--- config.mk ---
export PLATFORM = sky130hd
export DESIGN_NAME = mult_seq_flat
export DESIGN_NICKNAME = d
export VERILOG_FILES = /design/src/rtl/mult_seq_if.sv /design/src/rtl/mult_seq.sv /design/src/flat_wrapper.sv
export SDC_FILE = /design/constraint.sdc
export NUM_CORES = 1
export LEC_CHECK = 0
export ABC_AREA = 1
export ABC_CLOCK_PERIOD_IN_PS = 7800
export CAP_MARGIN = 10
export CORE_MARGIN = 1
export CORE_UTILIZATION = 55
export CTS_CLUSTER_SIZE = 12
export DETAILED_ROUTE_END_ITERATION = 7
export PLACE_DENSITY = 0.83
export RECOVER_POWER = 100
export SYNTH_ARGS = -nofsm -noshare
export SYNTH_HDL_FRONTEND = slang
export SYNTH_SLANG_ARGS = --single-unit
--- constraint.sdc ---
create_clock -name clk -period 7.8 [get_ports clk]
set_clock_uncertainty 0.15 [all_clocks]
set_input_delay 1.95 -clock clk [delete_from_list [all_inputs] [get_ports clk]]
set_output_delay 1.95 -clock clk [all_outputs]
set_load 0.01 [all_outputs]
--- src/rtl/mult_seq_if.sv ---
// mult_seq_if: request/result bundle between the control unit and the
// iterative multiplier.
//   start     - one-cycle request pulse (control -> multiplier)
//   signed_op - 1 = MULT, 0 = MULTU, sampled with start
//   a, b      - multiplicand / multiplier, sampled with start
//   busy      - operation in flight, control unit stalls on it
//   done      - one-cycle completion pulse, hi/lo valid
//   hi, lo    - upper / lower halves of the 64-bit product
// Modports: master = control unit side, slave = multiplier side.
interface mult_seq_if;
  logic        start;
  logic        signed_op;
  logic [31:0] a;
  logic [31:0] b;
  logic        busy;
  logic        done;
  logic [31:0] hi;
  logic [31:0] lo;

  modport master (output start, output signed_op, output a, output b,
                  input  busy,  input  done,      input  hi, input  lo);
  modport slave  (input  start, input  signed_op, input  a, input  b,
                  output busy,  output done,      output hi, output lo);
endinterface

--- src/rtl/mult_seq.sv ---
// mult_seq: iterative shift-add multiplier for MIPS MULT/MULTU wrapped around
// a 32-bit carry-lookahead adder. One multiplier bit is consumed per cycle;
// the 64-bit product lands in the HI/LO registers read by MFHI/MFLO.
// Ports:
//   clk - rising-edge clock
//   rst - synchronous, active-high reset (aborts any operation, clears hi/lo)
//   bus - mult_seq_if.slave (start/signed_op/a/b in, busy/done/hi/lo out)
// Parameter WIDTH: operand width, only 32 is supported.
// Optional feature macro MULT_EARLY_TERM_EN: once all unprocessed multiplier
// bits are zero, an ALIGN state shifts the partial product into place in one
// cycle instead of iterating through the zero bits.
module mult_seq #(
  parameter int WIDTH = 32
) (
  input  logic        clk,
  input  logic        rst,
  mult_seq_if.slave   bus
);

  if (WIDTH != 32) begin : g_bad_width
    $error("mult_seq: only WIDTH=32 is supported");
  end

`ifdef MULT_EARLY_TERM_EN
  typedef enum logic [1:0] {
    S_IDLE  = 2'd0,
    S_CALC  = 2'd1,
    S_FIX   = 2'd2,
    S_ALIGN = 2'd3
  } state_e;
`else
  typedef enum logic [1:0] {
    S_IDLE  = 2'd0,
    S_CALC  = 2'd1,
    S_FIX   = 2'd2
  } state_e;
`endif

  // 32-bit adder: 4-bit groups with group generate/propagate lookahead,
  // returns {cout, sum}.
  function automatic logic [32:0] cla_add(input logic [31:0] x,
                                          input logic [31:0] y,
                                          input logic        cin);
    logic [31:0] g;
    logic [31:0] p;
    logic [32:0] c;
    logic [8:0]  gc;
    logic        gg;
    logic        gp;
    g     = x & y;
    p     = x ^ y;
    c     = 33'd0;
    gc    = 9'd0;
    gc[0] = cin;
    for (int j = 0; j < 8; j++) begin
      gg = g[4*j+3] | (p[4*j+3] & g[4*j+2]) | (p[4*j+3] & p[4*j+2] & g[4*j+1])
         | (p[4*j+3] & p[4*j+2] & p[4*j+1] & g[4*j]);
      gp = &p[4*j +: 4];
      gc[j+1] = gg | (gp & gc[j]);
      c[4*j]  = gc[j];
      for (int i = 1; i < 4; i++) begin
        c[4*j+i] = g[4*j+i-1] | (p[4*j+i-1] & c[4*j+i-1]);
      end
    end
    c[32] = gc[8];
    return {c[32], p ^ c[31:0]};
  endfunction

  state_e      state_q, state_d;
  logic [31:0] m_q, m_d;       // multiplicand magnitude
  logic [31:0] u_q, u_d;       // upper half of partial product
  logic [31:0] q_q, q_d;       // multiplier bits / lower product bits
  logic        neg_q, neg_d;   // result must be negated in FIX
  logic [5:0]  cnt_q, cnt_d;   // iterations already performed
  logic        busy_q, busy_d;
  logic        done_q, done_d;
  logic [31:0] hi_q, hi_d;
  logic [31:0] lo_q, lo_d;

  logic [32:0] add_s;          // {cout, sum} from the adder
  logic [63:0] uq_s;
  logic [63:0] fixed_s;

  // Next-state, datapath and output decode.
  always_comb begin
    state_d = state_q;
    m_d     = m_q;
    u_d     = u_q;
    q_d     = q_q;
    neg_d   = neg_q;
    cnt_d   = cnt_q;
    done_d  = 1'b0;
    hi_d    = hi_q;
    lo_d    = lo_q;

    // Adder adds M only when the current multiplier bit is set; otherwise
    // it passes U through with a zero carry.
    add_s   = cla_add(u_q, q_q[0] ? m_q : 32'd0, 1'b0);
    uq_s    = {u_q, q_q};
    fixed_s = neg_q ? (~uq_s + 64'd1) : uq_s;

    case (state_q)
      S_IDLE: begin
        if (bus.start) begin
          // Magnitudes; |0x80000000| stays 0x80000000 read as unsigned.
          if (bus.signed_op) begin
            m_d   = bus.a[31] ? (~bus.a + 32'd1) : bus.a;
            q_d   = bus.b[31] ? (~bus.b + 32'd1) : bus.b;
            neg_d = bus.a[31] ^ bus.b[31];
          end else begin
            m_d   = bus.a;
            q_d   = bus.b;
            neg_d = 1'b0;
          end
          u_d     = 32'd0;
          cnt_d   = 6'd0;
          state_d = S_CALC;
`ifdef MULT_EARLY_TERM_EN
          if (q_d == 32'd0) begin
            state_d = S_ALIGN;
          end else begin
            state_d = S_CALC;
          end
`endif
        end else begin
          state_d = S_IDLE;
        end
      end
      S_CALC: begin
        // {cout, sum, Q} shifted right by one.
        u_d   = add_s[32:1];
        q_d   = {add_s[0], q_q[31:1]};
        cnt_d = cnt_q + 6'd1;
        if (cnt_q == 6'd31) begin
          state_d = S_FIX;
        end else begin
          state_d = S_CALC;
`ifdef MULT_EARLY_TERM_EN
          // Remaining multiplier bits now sit in q_d[30-cnt_q:0].
          if ((q_d & (32'hFFFF_FFFF >> (cnt_q + 6'd1))) == 32'd0) begin
            state_d = S_ALIGN;
          end else begin
            state_d = S_CALC;
          end
`endif
        end
      end
`ifdef MULT_EARLY_TERM_EN
      S_ALIGN: begin
        // Each skipped zero-bit iteration is a plain right shift of {U,Q}.
        {u_d, q_d} = uq_s >> (6'd32 - cnt_q);
        state_d    = S_FIX;
      end
`endif
      S_FIX: begin
        hi_d    = fixed_s[63:32];
        lo_d    = fixed_s[31:0];
        done_d  = 1'b1;
        state_d = S_IDLE;
      end
      default: begin
        state_d = S_IDLE;
      end
    endcase

    busy_d = (state_d != S_IDLE);
  end

  // State and datapath registers with synchronous reset.
  always_ff @(posedge clk) begin
    if (rst) begin
      state_q <= S_IDLE;
      m_q     <= 32'd0;
      u_q     <= 32'd0;
      q_q     <= 32'd0;
      neg_q   <= 1'b0;
      cnt_q   <= 6'd0;
      busy_q  <= 1'b0;
      done_q  <= 1'b0;
      hi_q    <= 32'd0;
      lo_q    <= 32'd0;
    end else begin
      state_q <= state_d;
      m_q     <= m_d;
      u_q     <= u_d;
      q_q     <= q_d;
      neg_q   <= neg_d;
      cnt_q   <= cnt_d;
      busy_q  <= busy_d;
      done_q  <= done_d;
      hi_q    <= hi_d;
      lo_q    <= lo_d;
    end
  end

  assign bus.busy = busy_q;
  assign bus.done = done_q;
  assign bus.hi   = hi_q;
  assign bus.lo   = lo_q;

endmodule

--- src/flat_wrapper.sv ---
// flat-port wrapper written by rule: the top's interface ports become plain ports
module mult_seq_flat 
#(
  parameter int WIDTH = 32
)
  (clk, rst, bus_start, bus_signed_op, bus_a, bus_b, bus_busy, bus_done, bus_hi, bus_lo);
  mult_seq_if bus_i ();
  input  logic clk;
  input  logic rst;
  input wire logic [$bits(bus_i.start)-1:0] bus_start;
  input wire logic [$bits(bus_i.signed_op)-1:0] bus_signed_op;
  input wire logic [$bits(bus_i.a)-1:0] bus_a;
  input wire logic [$bits(bus_i.b)-1:0] bus_b;
  output wire logic [$bits(bus_i.busy)-1:0] bus_busy;
  output wire logic [$bits(bus_i.done)-1:0] bus_done;
  output wire logic [$bits(bus_i.hi)-1:0] bus_hi;
  output wire logic [$bits(bus_i.lo)-1:0] bus_lo;
  assign bus_i.start = bus_start;
  assign bus_i.signed_op = bus_signed_op;
  assign bus_i.a = bus_a;
  assign bus_i.b = bus_b;
  assign bus_busy = bus_i.busy;
  assign bus_done = bus_i.done;
  assign bus_hi = bus_i.hi;
  assign bus_lo = bus_i.lo;
  mult_seq #(.WIDTH(WIDTH)) u_core (.clk(clk), .rst(rst), .bus(bus_i));
endmodule
Word level (Yosys, flattened, before mapping)

Cells that the tools add are included.

Input port bits: 68
Logic and storage cells: 178
Register bits after elaboration: 171
Output and inout port bits: 66

Bitwise gates (word level): 131
$add $sub $neg: 4
Reductions and logical operators: 12
Eq/ne operators: 4
Muxes and demuxes: 17

Operators by type and width:

| kind                  | count |
|---|---|
| $mux 32               | 7 |
| $pmux 32 s2           | 2 |
| $and 1x1->1           | 70 |
| $add 32x1->32 const B | 2 |
| $add 64x1->64 const B | 1 |
| $mux 64               | 1 |
| $not 32->32           | 2 |
| $not 64->64           | 1 |
| $xor 32x32->32        | 2 |
| $or 1x1->1            | 54 |
| $and 32x32->32        | 1 |
| $reduce_and 4->1      | 7 |
| $pmux 6 s2            | 1 |
| $add 6x1->6 const B   | 1 |
| $eq 6x5->1 const B    | 1 |
| $mux 6                | 1 |
| $pmux 2 s2            | 1 |
| $reduce_and 2->1      | 2 |
| $reduce_bool 2->1     | 2 |
| $mux 1                | 3 |
| $eq 2x1->1 const B    | 1 |
| $eq 2x2->1 const B    | 1 |
| $logic_not 2->1       | 1 |
| $mux 2                | 1 |
| other kinds (2)       | 2 |

Depth between registers and ports, before layout

Gate-level depths: netlist of run 1.

Word-level depth: 26
Mapped depth: 29
Mapped depth without buffers: 27

Worst setup path before layout of run 1

No wires, ideal clock.

Path type: in2reg
Start point: input bus_a[0]
End point: register u_core.m_q[28]
Library setup time: 0.117 ns
Slack: 4.096 ns
Stages: 13
Data arrival time: 3.437 ns
Data required time: 7.533 ns
Buffers on the path: 0
Cell sequence: inv_1 ha_1 nor3b_2 nand2_1 nor3_4 nand3_1 nor2_1 nand3_1 nor2_2 a21oi_1 and2_1 nor2_1 nor2_1

Cells in the longest elaborated chain, start to end: 4

Ends and longest elaborated chain:

| what                   | line               | source |
|---|---|---|
| start: declaration     | flat_wrapper.sv:12 | `input wire logic [$bits(bus_i.a)-1:0] bus_a;` |
| $not 32->32            | mult_seq.sv:107    | `m_d = bus.a[31] ? (~bus.a + 32'd1) : bus.a;` |
| $add 32x1->32          | mult_seq.sv:107    |  |
| $mux 32                | mult_seq.sv:107    |  |
| $mux 32                | mult_seq.sv:106    | `if (bus.signed_op) begin` |
| end signal: assignment | mult_seq.sv:184    | `m_q <= m_d;` |
| end: declaration       | mult_seq.sv:70     | `logic [31:0] m_q, m_d;` |

Every way passes these cells.
A chain may end at the register's enable or synchronous reset.

==> results.json, run 1 <==
{
  "avgRoutedWirePerCell_um": 16.1,
  "crit_top_cell": "clkbuf_1",
  "fp-row-count": 51,
  "p_switching_uw": 705,
  "power_density_mw_per_mm2": 168,
  "grt_max_degree": 89,
  "rsz0062_at_grt": "false",
  "met3_usage_pct": 4.83,
  "worst_pin_slew_ns": 1.94,
  "hold_viol_final": 0,
  "ys_ff_latch": 171,
  "cts_buffer_depth": 2,
  "post-route-util_pct": 66.9,
  "gp_congestion": 0.943,
  "critical_path.max_stage_delay_ns": 1.46,
  "insertion_delay_ns": 0.44,
  "area_delta_synth_final_pct": 18.2,
  "worstReg2RegStart": "u_core.q_q[0]$_SDFFE_PP0P_",
  "syn-instance-count": 1615,
  "start_kind": "input pin",
  "power.share.sequential_pct": 43.0,
  "syn_area_per_cell_um2": 6.89,
  "drive_above_1_share_pct": 4.95,
  "synth_top_area_share_pct": 30.8,
  "grt_pass1_wl_um": 52100,
  "drc": 0,
  "postCtsSetupBuffers": 0,
  "synth.largest_area_cell": "dfxtp_1",
  "n_antenna_cell": 0,
  "ys.flop_type": "dfxtp_1",
  "cp_num_buf_inv": 4,
  "cp_slowest_cell": "clkbuf_1",
  "antenna_found_initial": 0,
  "first_pass_iters": 6,
  "clockRootBuffer": "clkbuf_16",
  "power_leakage_nw": 5.97,
  "worstHoldPathCells": 2,
  "cts_tree": "done",
  "cap_violations": 2,
  "grt_pass1_vias": 10162,
  "totalWireLength_um": 31900,
  "hold_buffers": 0,
  "p_comb_share_pct": 18.6,
  "intPower_mw": 1.50,
  "clk_pin_slew_ns": 0.07,
  "outcome": "finished with violations",
  "required_ns": 8.01,
  "synth_cell_types": 58,
  "synthMostInstantiatedCell": "nand2_1",
  "r2r_end": "u_core.u_q[29]$_SDFFE_PP0P_",
  "gr-total-overflow": 0,
  "irDropWorstVdd_v": 0.000136,
  "die_w_um": 144,
  "vias": 11187,
  "hpwlAfterDp_um": 24300,
  "min_period_ns": 5.53,
  "drv_slew": 98,
  "die_area_mm2": 0.0208,
  "fmax_mhz": 181,
  "fillerInstances": 1770,
  "reg2regPathDepth": 25,
  "ys_warn_count": 0,
  "ys_seq_area_share_pct": 30.8,
  "violations": "max-capacitance violations, max-slew violations",
  "initialDrtViolationCount": 976,
  "synthesis.area_mm2": 0.0111,
  "io_buffers": 133,
  "tns_ns": 0,
  "async_reset_ff_share_pct": 0,
  "synthTopCellsByArea": "dfxtp_1, nand2_1, inv_1",
  "cts.repair.resized": 0,
  "track_usage_pct": 32.0,
  "switching_share_pct": 32.0,
  "synth_common_cells": "nand2_1, inv_1, nor2_1, dfxtp_1, a21oi_1",
  "fin_crit_sh_pct": 71.0,
  "numCtsBuffers": 17,
  "synth-edff-count": 0,
  "slew-limit-headroom_pct": -29.6,
  "critical_path_peak_fanout": 68,
  "use_met2_pct": 49.1,
  "fin_hold_ws_ns": 0.333,
  "dp.cells": 1950,
  "finalNonFillerCells": 1982,
  "ios": 134,
  "initial_utilization_pct": 56.6,
  "nNetsFinal": 1831,
  "grtUsageMet1_pct": 46.9,
  "coreArea_mm2": 0.0197,
  "worstHoldStart": "u_core.cnt_q[5]$_SDFFE_PP0P_",
  "cp_top_family": "buffers and inverters",
  "via_per_inst": 5.64,
  "r2r_slack_ns": 3.37,
  "die_h_um": 144,
  "worstPathCellList": "clkbuf_1, buf_4, inv_1, clkbuf_1, o21ai_0, a21oi_1",
  "setup_viol": 0,
  "criticalPathCategory": "in2reg",
  "crit_arrival_ns": 5.75,
  "top_usage_layer": "met2",
  "min_path_type": "reg2reg",
  "htreeDepth": 4,
  "synth_nets": 1742,
  "worst_hold_path.endpoint": "u_core.cnt_q[5]$_SDFFE_PP0P_",
  "p_clk_share_pct": 38.4,
  "drtAntennaViolNets": 0,
  "fin_total_pwr_mw": 2.20,
  "critPathCaptureType": "register",
  "cts_sinks": 171
}
[state kept, by name (all words and copies together), names as in the netlist]
name and cells:
u_core.state_q 2, u_core.cnt_q 6, u_core.neg_q 1, u_core.u_q 32, u_core.bus.done 1, u_core.q_q 32, u_core.bus.hi 32, u_core.bus.lo 32
u_core.bus.busy 1, u_core.m_q 32
[power by group through the flow]
stage | clock network, mW | logic [mW] | registers [mW]
CTS | 0.853 | 0.406 | 0.945
global route | 0.886 | 0.456 | 0.951
finish | 0.847 | 0.410 | 0.947
detailed placement | 0 | 0.403 | 0.965
floorplan | 0 | 0.284 | 0.945
global placement | 0 | 0.398 | 0.964
[routing by layer]
metal	routed length (um)	vias up	part of all wire [%]
li1	-	5556	-
met1	15100	5112	47
met2	13700	484	43
met3	2750	35	8.6
met4	415	0	1.3
met5	0	-	0
[logic make-up (layout without fill, tap and decap cells)]
logic type / Yosys count / in the layout / share of synthesized area [%]
AOI/OAI and AO/OA: 356 / 356 / 19.2
xor gates and xnor gates: 59 / 59 / 4.65
adders and majority gates: 59 / 59 / 8.19
buffers and inverters: 306 / 408 / 10.4
DFF: 171 / 171 / 30.8
and+or+nand+nor: 664 / 664 / 26.9
[area by class of cell]
type                       instances  area [um^2]  share of cell area, %
timing repair buffer             140         1370                   10.4
clock inverter                    15          151                   1.15
sequential                       171         3420                   26.0
tap                              265          332                   2.52
inverter                         236          887                   6.75
multi-input combinational       1138         6550                   49.9
clock buffer                      17          425                   3.24
[through the flow]
step / setup WS (ns) / area, um^2
6_report: 2.27 / 13100
5_1_grt: 1.87 / 13100
4_1_cts: 3.39 / 13200
3_5_place_dp: 3.14 / 12600
3_3_place_gp: 3.25 / 12600
2_1_floorplan: 4.10 / 11100
[worst min-delay path, cell delays in order (launching register included)]
cell and delay [ns]:
dfxtp_1 0.31, nand2_1 0.06, a211oi_1 0.07
[how the worst max path moves through the flow]
stage,from,end,slack (ns),cells past startpoint
3_5_place_dp,bus_start,u_core.q_q[1]$_SDFFE_PP0P_,3.14,8
4_1_cts,u_core.q_q[0]$_SDFFE_PP0P_,u_core.u_q[29]$_SDFFE_PP0P_,3.39,25
6_report,rst,u_core.bus.hi[2]$_SDFFE_PP0P_,2.27,6
5_1_grt,rst,u_core.bus.lo[29]$_SDFFE_PP0P_,1.87,6
3_3_place_gp,bus_start,u_core.q_q[1]$_SDFFE_PP0P_,3.25,8
2_1_floorplan,bus_a[0],u_core.m_q[28]$_SDFFE_PP0P_,4.10,13
[layout by cell type (no fill, tap or decap), drive strengths merged, types with 3 or more instances in the layout]
cell type and n:
a21oi 115, a22oi 12, a311oi 3, a31oi 22, buf 5, clkbuf 20, clkdlybuf4s50 64, clkinv 7
clkinvlp 3, dfxtp 171, dlygate4sd3 68, fa 23, ha 36, inv 240, nand2 281, nand3 89
nand3b 7, nand4 28, nor2 203, nor3 23, nor3b 3, nor4 18, o211ai 21, o21ai 124
o221ai 17, o31ai 6, o32ai 21, or2 9, xnor2 17, xor2 42
Note: power is estimated with default switching activity, not from simulation.
==> inputs of run 2 (changes only) <==
- ABC_CLOCK_PERIOD_IN_PS: 7800 -> 5500
- clock period: 7.8 -> 5.5 ns (I/O delays scaled with it)
==> run 2 against run 1 <==
Sequential share of layout area about the same. Non-clock buffer count up 4. The flow still finishes with violations (max-capacitance violations, max-slew violations). Via count up 1.4%. Cell count up 0.20%. Die area unchanged. Total power up 43%. Wire length down 0.64%.
==> results.json, run 2 (synthesis results as in run 1) <==
{
  "insertion_delay_ns": 0.44,
  "totalWireLength_um": 31700,
  "grt_pass1_vias": 10057,
  "track_usage_pct": 31.3,
  "postCtsSetupBuffers": 0,
  "worst_pin_slew_ns": 1.98,
  "gp_congestion": 0.945,
  "fillerInstances": 1754,
  "grt_max_degree": 114,
  "clockRootBuffer": "clkbuf_16",
  "grt_pass1_wl_um": 50900,
  "intPower_mw": 2.18,
  "fp-row-count": 51,
  "setup_viol": 0,
  "outcome": "finished with violations",
  "numCtsBuffers": 17,
  "power_leakage_nw": 5.98,
  "ios": 134,
  "critical_path_peak_fanout": 44,
  "place_ws_ns": 1.42,
  "p_clk_share_pct": 38.7,
  "final_common_cell": "nand2_1",
  "drv_slew": 45,
  "htreeDepth": 4,
  "fmax_mhz": 216,
  "worstHoldStart": "u_core.cnt_q[5]$_SDFFE_PP0P_",
  "initialDrtViolationCount": 1157,
  "most-common-layout-cells": "nand2_1, inv_1, nor2_1, dfxtp_1, o21ai_0",
  "crit_arrival_ns": 4.82,
  "vias": 11347,
  "worstReg2RegStart": "u_core.q_q[0]$_SDFFE_PP0P_",
  "power_density_mw_per_mm2": 239,
  "avgRoutedWirePerCell_um": 16.0,
  "reg2regPathDepth": 24,
  "cts_sinks": 171,
  "first_pass_iters": 5,
  "drc": 0,
  "worstHoldPathCells": 2,
  "power.share.sequential_pct": 42.6,
  "via_per_inst": 5.71,
  "tns_ns": 0,
  "cap_violations": 1,
  "r2r_end": "u_core.u_q[29]$_SDFFE_PP0P_",
  "hpwlAfterDp_um": 23900,
  "seq_area_mm2": 0.00342,
  "hold_buffers": 0,
  "required_ns": 5.68,
  "rsz0062_at_grt": "false",
  "coreArea_mm2": 0.0197,
  "die_w_um": 144,
  "antenna_found_initial": 0,
  "hold_viol_final": 0,
  "fin_crit_sh_pct": 84.3,
  "cts_tree": "done",
  "min_period_ns": 4.64,
  "die_h_um": 144,
  "p_comb_share_pct": 18.7,
  "cts_buffer_depth": 2,
  "clk_pin_slew_ns": 0.07,
  "critPathCaptureType": "register",
  "worst_hold_path.endpoint": "u_core.cnt_q[5]$_SDFFE_PP0P_",
  "r2r_slack_ns": 1.55,
  "n_antenna_cell": 0,
  "min_path_type": "reg2reg",
  "die_area_mm2": 0.0208,
  "drive_above_1_share_pct": 5.00,
  "start_kind": "input pin",
  "fin_total_pwr_mw": 3.14,
  "criticalPathCategory": "in2reg",
  "drtAntennaViolNets": 0,
  "multi_input_area_mm2": 0.00653,
  "nNetsFinal": 1835,
  "cts.repair.resized": 0,
  "area_delta_synth_final_pct": 18.3,
  "initial_utilization_pct": 56.6,
  "gr-total-overflow": 0,
  "p_switching_uw": 968,
  "io_buffers": 133,
  "violations": "max-capacitance violations, max-slew violations",
  "switching_share_pct": 30.8,
  "slew-limit-headroom_pct": -32.3,
  "worst_slack_ns": 0.861,
  "irDropWorstVdd_v": 0.000212
}
-- run 2: worst max-delay path by stage --
stage                                          start                           end  cells after the start
final                                      bus_start  u_core.state_q[0]$_SDFF_PP0_                      8
after global routing                       bus_start   u_core.q_q[17]$_SDFFE_PP0P_                      8
after CTS                 u_core.q_q[0]$_SDFFE_PP0P_   u_core.u_q[29]$_SDFFE_PP0P_                     24
after detailed placement               bus_signed_op   u_core.q_q[28]$_SDFFE_PP0P_                     10
after global placement                 bus_signed_op   u_core.q_q[28]$_SDFFE_PP0P_                     10
after floorplan           u_core.q_q[0]$_SDFFE_PP0P_   u_core.u_q[29]$_SDFFE_PP0P_                     25
-- run 2: area by class of cell --
type | instances | area share (%)
timing repair buffer | 144 | 10.6
clock inverter | 12 | 1.07
multi-input combinational | 1138 | 49.7
sequential | 171 | 26.0
inverter | 236 | 6.74
clock buffer | 20 | 3.40
tap | 265 | 2.52
-- run 2: worst max-delay path: stages --
cell	delay (ns)
clkdlybuf4s50_1	0.45
nand3_1	0.10
clkbuf_1	0.73
inv_2	0.10
nor2_1	0.17
clkbuf_1	1.45
nor2_1	0.24
o21a_1	0.21
-- run 2: power by group through the flow --
stage,sequential [mW],combinational (mW),clock [mW]
finish,1.34,0.586,1.22
global route,1.34,0.650,1.27
floorplan,1.34,0.403,0
CTS,1.34,0.581,1.22
detailed placement,1.36,0.577,0
global placement,1.36,0.569,0
-- run 2: per-stage QoR --
stage	util (%)	instances	hold WS, ns	cell area (um^2)
final	66.9	1986	0.332	13200
after global routing	66.9	1986	0.357	13200
after CTS	67.1	1986	0.333	13200
after detailed placement	64.1	1954	0.321	12600
after global placement	64.1	1954	0.307	12600
after floorplan	-	1615	0.295	11100
-- run 2: routing by layer --
metal / vias to the layer above / track usage (%) / wire, um
met5: - / 0 / 0
met4: 0 / 9.25 / 534
met3: 41 / 5.40 / 2960
met2: 511 / 46.5 / 13500
met1: 5229 / 45.9 / 14700
li1: 5566 / - / -
==> inputs of run 3 (changes only) <==
- ABC_CLOCK_PERIOD_IN_PS: 5500 -> 4670
- clock period: 5.5 -> 4.67 ns (I/O delays scaled with it)
==> run 3 against run 2 <==
The run still ends with max-capacitance violations, max-slew violations left. Core utilization shrank 0.057 points. Cell area is essentially flat. First-iteration DRC count shrank 8.4%. Combinational power grew 18%. Register-to-register slack lost 0.81 ns. Sequential cell count is the same. Cell count grew 0.10%. Worst hold slack lost 0.0033 ns. Count of clock-buffer cells in the layout shrank 2. Total power grew 15%. Via count shrank 0.57%. Non-clock buffer count grew 2.
==> results.json, run 3 (synthesis results as in run 1) <==
{
  "setup_viol": 0,
  "area_delta_synth_final_pct": 18.2,
  "cts_buffer_depth": 2,
  "drive_above_1_share_pct": 5.17,
  "avgRoutedWirePerCell_um": 15.9,
  "r2r_end": "u_core.u_q[29]$_SDFFE_PP0P_",
  "switching_share_pct": 32.1,
  "initialDrtViolationCount": 1060,
  "cp_num_buf_inv": 3,
  "gr-total-overflow": 0,
  "cp_top_family": "buffers and inverters",
  "totalWireLength_um": 31700,
  "first_pass_iters": 6,
  "slew-limit-headroom_pct": -98.5,
  "grt_max_degree": 110,
  "initial_utilization_pct": 56.6,
  "hold_buffers": 0,
  "power_density_mw_per_mm2": 275,
  "clk_pin_slew_ns": 0.07,
  "drtAntennaViolNets": 0,
  "rsz0062_at_grt": "false",
  "cap_violations": 2,
  "cts_tree": "done",
  "die_h_um": 144,
  "nNetsFinal": 1837,
  "hold_viol_final": 0,
  "via_per_inst": 5.68,
  "irDropWorstVdd_v": 0.000192,
  "grt_pass1_vias": 10172,
  "postCtsSetupBuffers": 0,
  "p_clk_share_pct": 37.3,
  "reg2regPathDepth": 24,
  "fmax_mhz": 238,
  "criticalPathCategory": "in2reg",
  "worstPathCellList": "clkbuf_1, clkbuf_2, clkbuf_1, nor2_1, o21a_1",
  "startpoint": "rst",
  "worstReg2RegStart": "u_core.q_q[0]$_SDFFE_PP0P_",
  "die_area_mm2": 0.0208,
  "track_usage_pct": 31.7,
  "cp_slowest_cell": "clkbuf_1",
  "n_antenna_cell": 0,
  "p_switching_mw": 1.16,
  "io_buffers": 133,
  "power_leakage_nw": 5.98,
  "worstHoldStart": "u_core.cnt_q[5]$_SDFFE_PP0P_",
  "min_period_ns": 4.21,
  "drv_slew": 131,
  "worst-path-stages": 5,
  "crit_arrival_ns": 4.39,
  "vias": 11282,
  "dp.cells": 1956,
  "critical_path_peak_fanout": 60,
  "antenna_found_initial": 0,
  "power.share.sequential_pct": 43.6,
  "required_ns": 4.86,
  "hpwlAfterDp_um": 24000,
  "insertion_delay_ns": 0.44,
  "die_w_um": 144,
  "outcome": "finished with violations",
  "min_path_type": "reg2reg",
  "gp_congestion": 0.935,
  "endpoint": "u_core.state_q[0]$_SDFF_PP0_",
  "critPathCaptureType": "register",
  "start_kind": "input pin",
  "fp-row-count": 51,
  "crit_top_cell": "clkbuf_1",
  "intPower_mw": 2.46,
  "clockRootBuffer": "clkbuf_16",
  "critical_path.max_stage_delay_ns": 2.14,
  "r2r_slack_ns": 0.74,
  "ios": 134,
  "htreeDepth": 4,
  "p_comb_share_pct": 19.1,
  "coreArea_mm2": 0.0197,
  "most-common-layout-cells": "nand2_1, inv_1, nor2_1, dfxtp_1, o21ai_0",
  "worst_pin_slew_ns": 2.98,
  "drc": 0,
  "cts.repair.resized": 0,
  "finalNonFillerCells": 1988,
  "numCtsBuffers": 17,
  "tns_ns": 0,
  "violations": "max-capacitance violations, max-slew violations",
  "grt_pass1_wl_um": 51600,
  "final_common_cell": "nand2_1",
  "cts_sinks": 171,
  "fin_crit_sh_pct": 90.1
}
==> run 3: power groups by stage <==
stage / sequential (mW) / clock [mW] / combinational (mW)
floorplan: 1.58 / 0 / 0.475
global placement: 1.60 / 0 / 0.671
detailed placement: 1.61 / 0 / 0.682
CTS: 1.57 / 1.35 / 0.687
global route: 1.58 / 1.42 / 0.767
finish: 1.58 / 1.35 / 0.692
==> run 3: layout make-up <==
class                   instances  area, um^2
clock buffers                  18         439
clock inverters                14         113
fillers                      1761        6510
inverters                     236         887
multi-input cells            1138        6550
flip-flops and latches        171        3420
well taps                     265         332
repair buffers                146        1400
==> run 3: worst min path at each step <==
| stage | end | cells past startpoint |
|---|---|---|
| 2_1_floorplan | u_core.m_q[31]$_SDFFE_PP0P_ | 2 |
| 5_1_grt | u_core.m_q[31]$_SDFFE_PP0P_ | 2 |
| 6_report | u_core.cnt_q[5]$_SDFFE_PP0P_ | 2 |
| 3_5_place_dp | u_core.cnt_q[5]$_SDFFE_PP0P_ | 2 |
| 3_3_place_gp | u_core.cnt_q[5]$_SDFFE_PP0P_ | 2 |
| 4_1_cts | u_core.cnt_q[5]$_SDFFE_PP0P_ | 2 |
==> run 3: metrics by stage <==
| stage | instance area (um^2) | hold slack, ns | setup WS (ns) | power [mW] | utilization (%) |
|---|---|---|---|---|---|
| floorplan | 11100 | 0.295 | 1.13 | 2.05 | - |
| global placement | 12600 | 0.309 | 0.938 | 2.28 | 64.2 |
| detailed placement | 12600 | 0.314 | 0.761 | 2.29 | 64.2 |
| CTS | 13200 | 0.329 | 0.741 | 3.61 | 67.0 |
| global route | 13100 | 0.349 | 0.236 | 3.77 | 66.9 |
| finish | 13100 | 0.329 | 0.464 | 3.62 | 66.9 |
==> run 3: worst reg2reg max path: stages (launching register included) <==
cell and delay (ns):
dfxtp_1 0.49, buf_4 0.31, nand2_1 0.08, inv_1 0.06, ha_1 0.19, nand3_1 0.12, nor2_1 0.10, nand2_1 0.07
nand2_1 0.10, nand2_1 0.06, nand2_1 0.09, nand2_1 0.06, nand2_1 0.08, nand2_1 0.06, nand2_1 0.07, nand2_1 0.05
nand2_1 0.09, nand2_1 0.06, nand2_1 0.07, inv_1 0.05, fa_1 0.37, fa_1 0.38, inv_1 0.08, fa_1 0.41
a32o_1 0.21
==> run 3: routing by layer <==
layer	vias up	track usage (%)	wire, um	share of wire [%]
met1	5170	46.0	14600	46
met2	497	48.0	13600	43
met5	-	0	0	0
met3	43	5.03	2830	9.0
met4	0	9.70	653	2.1
li1	5572	-	-	-
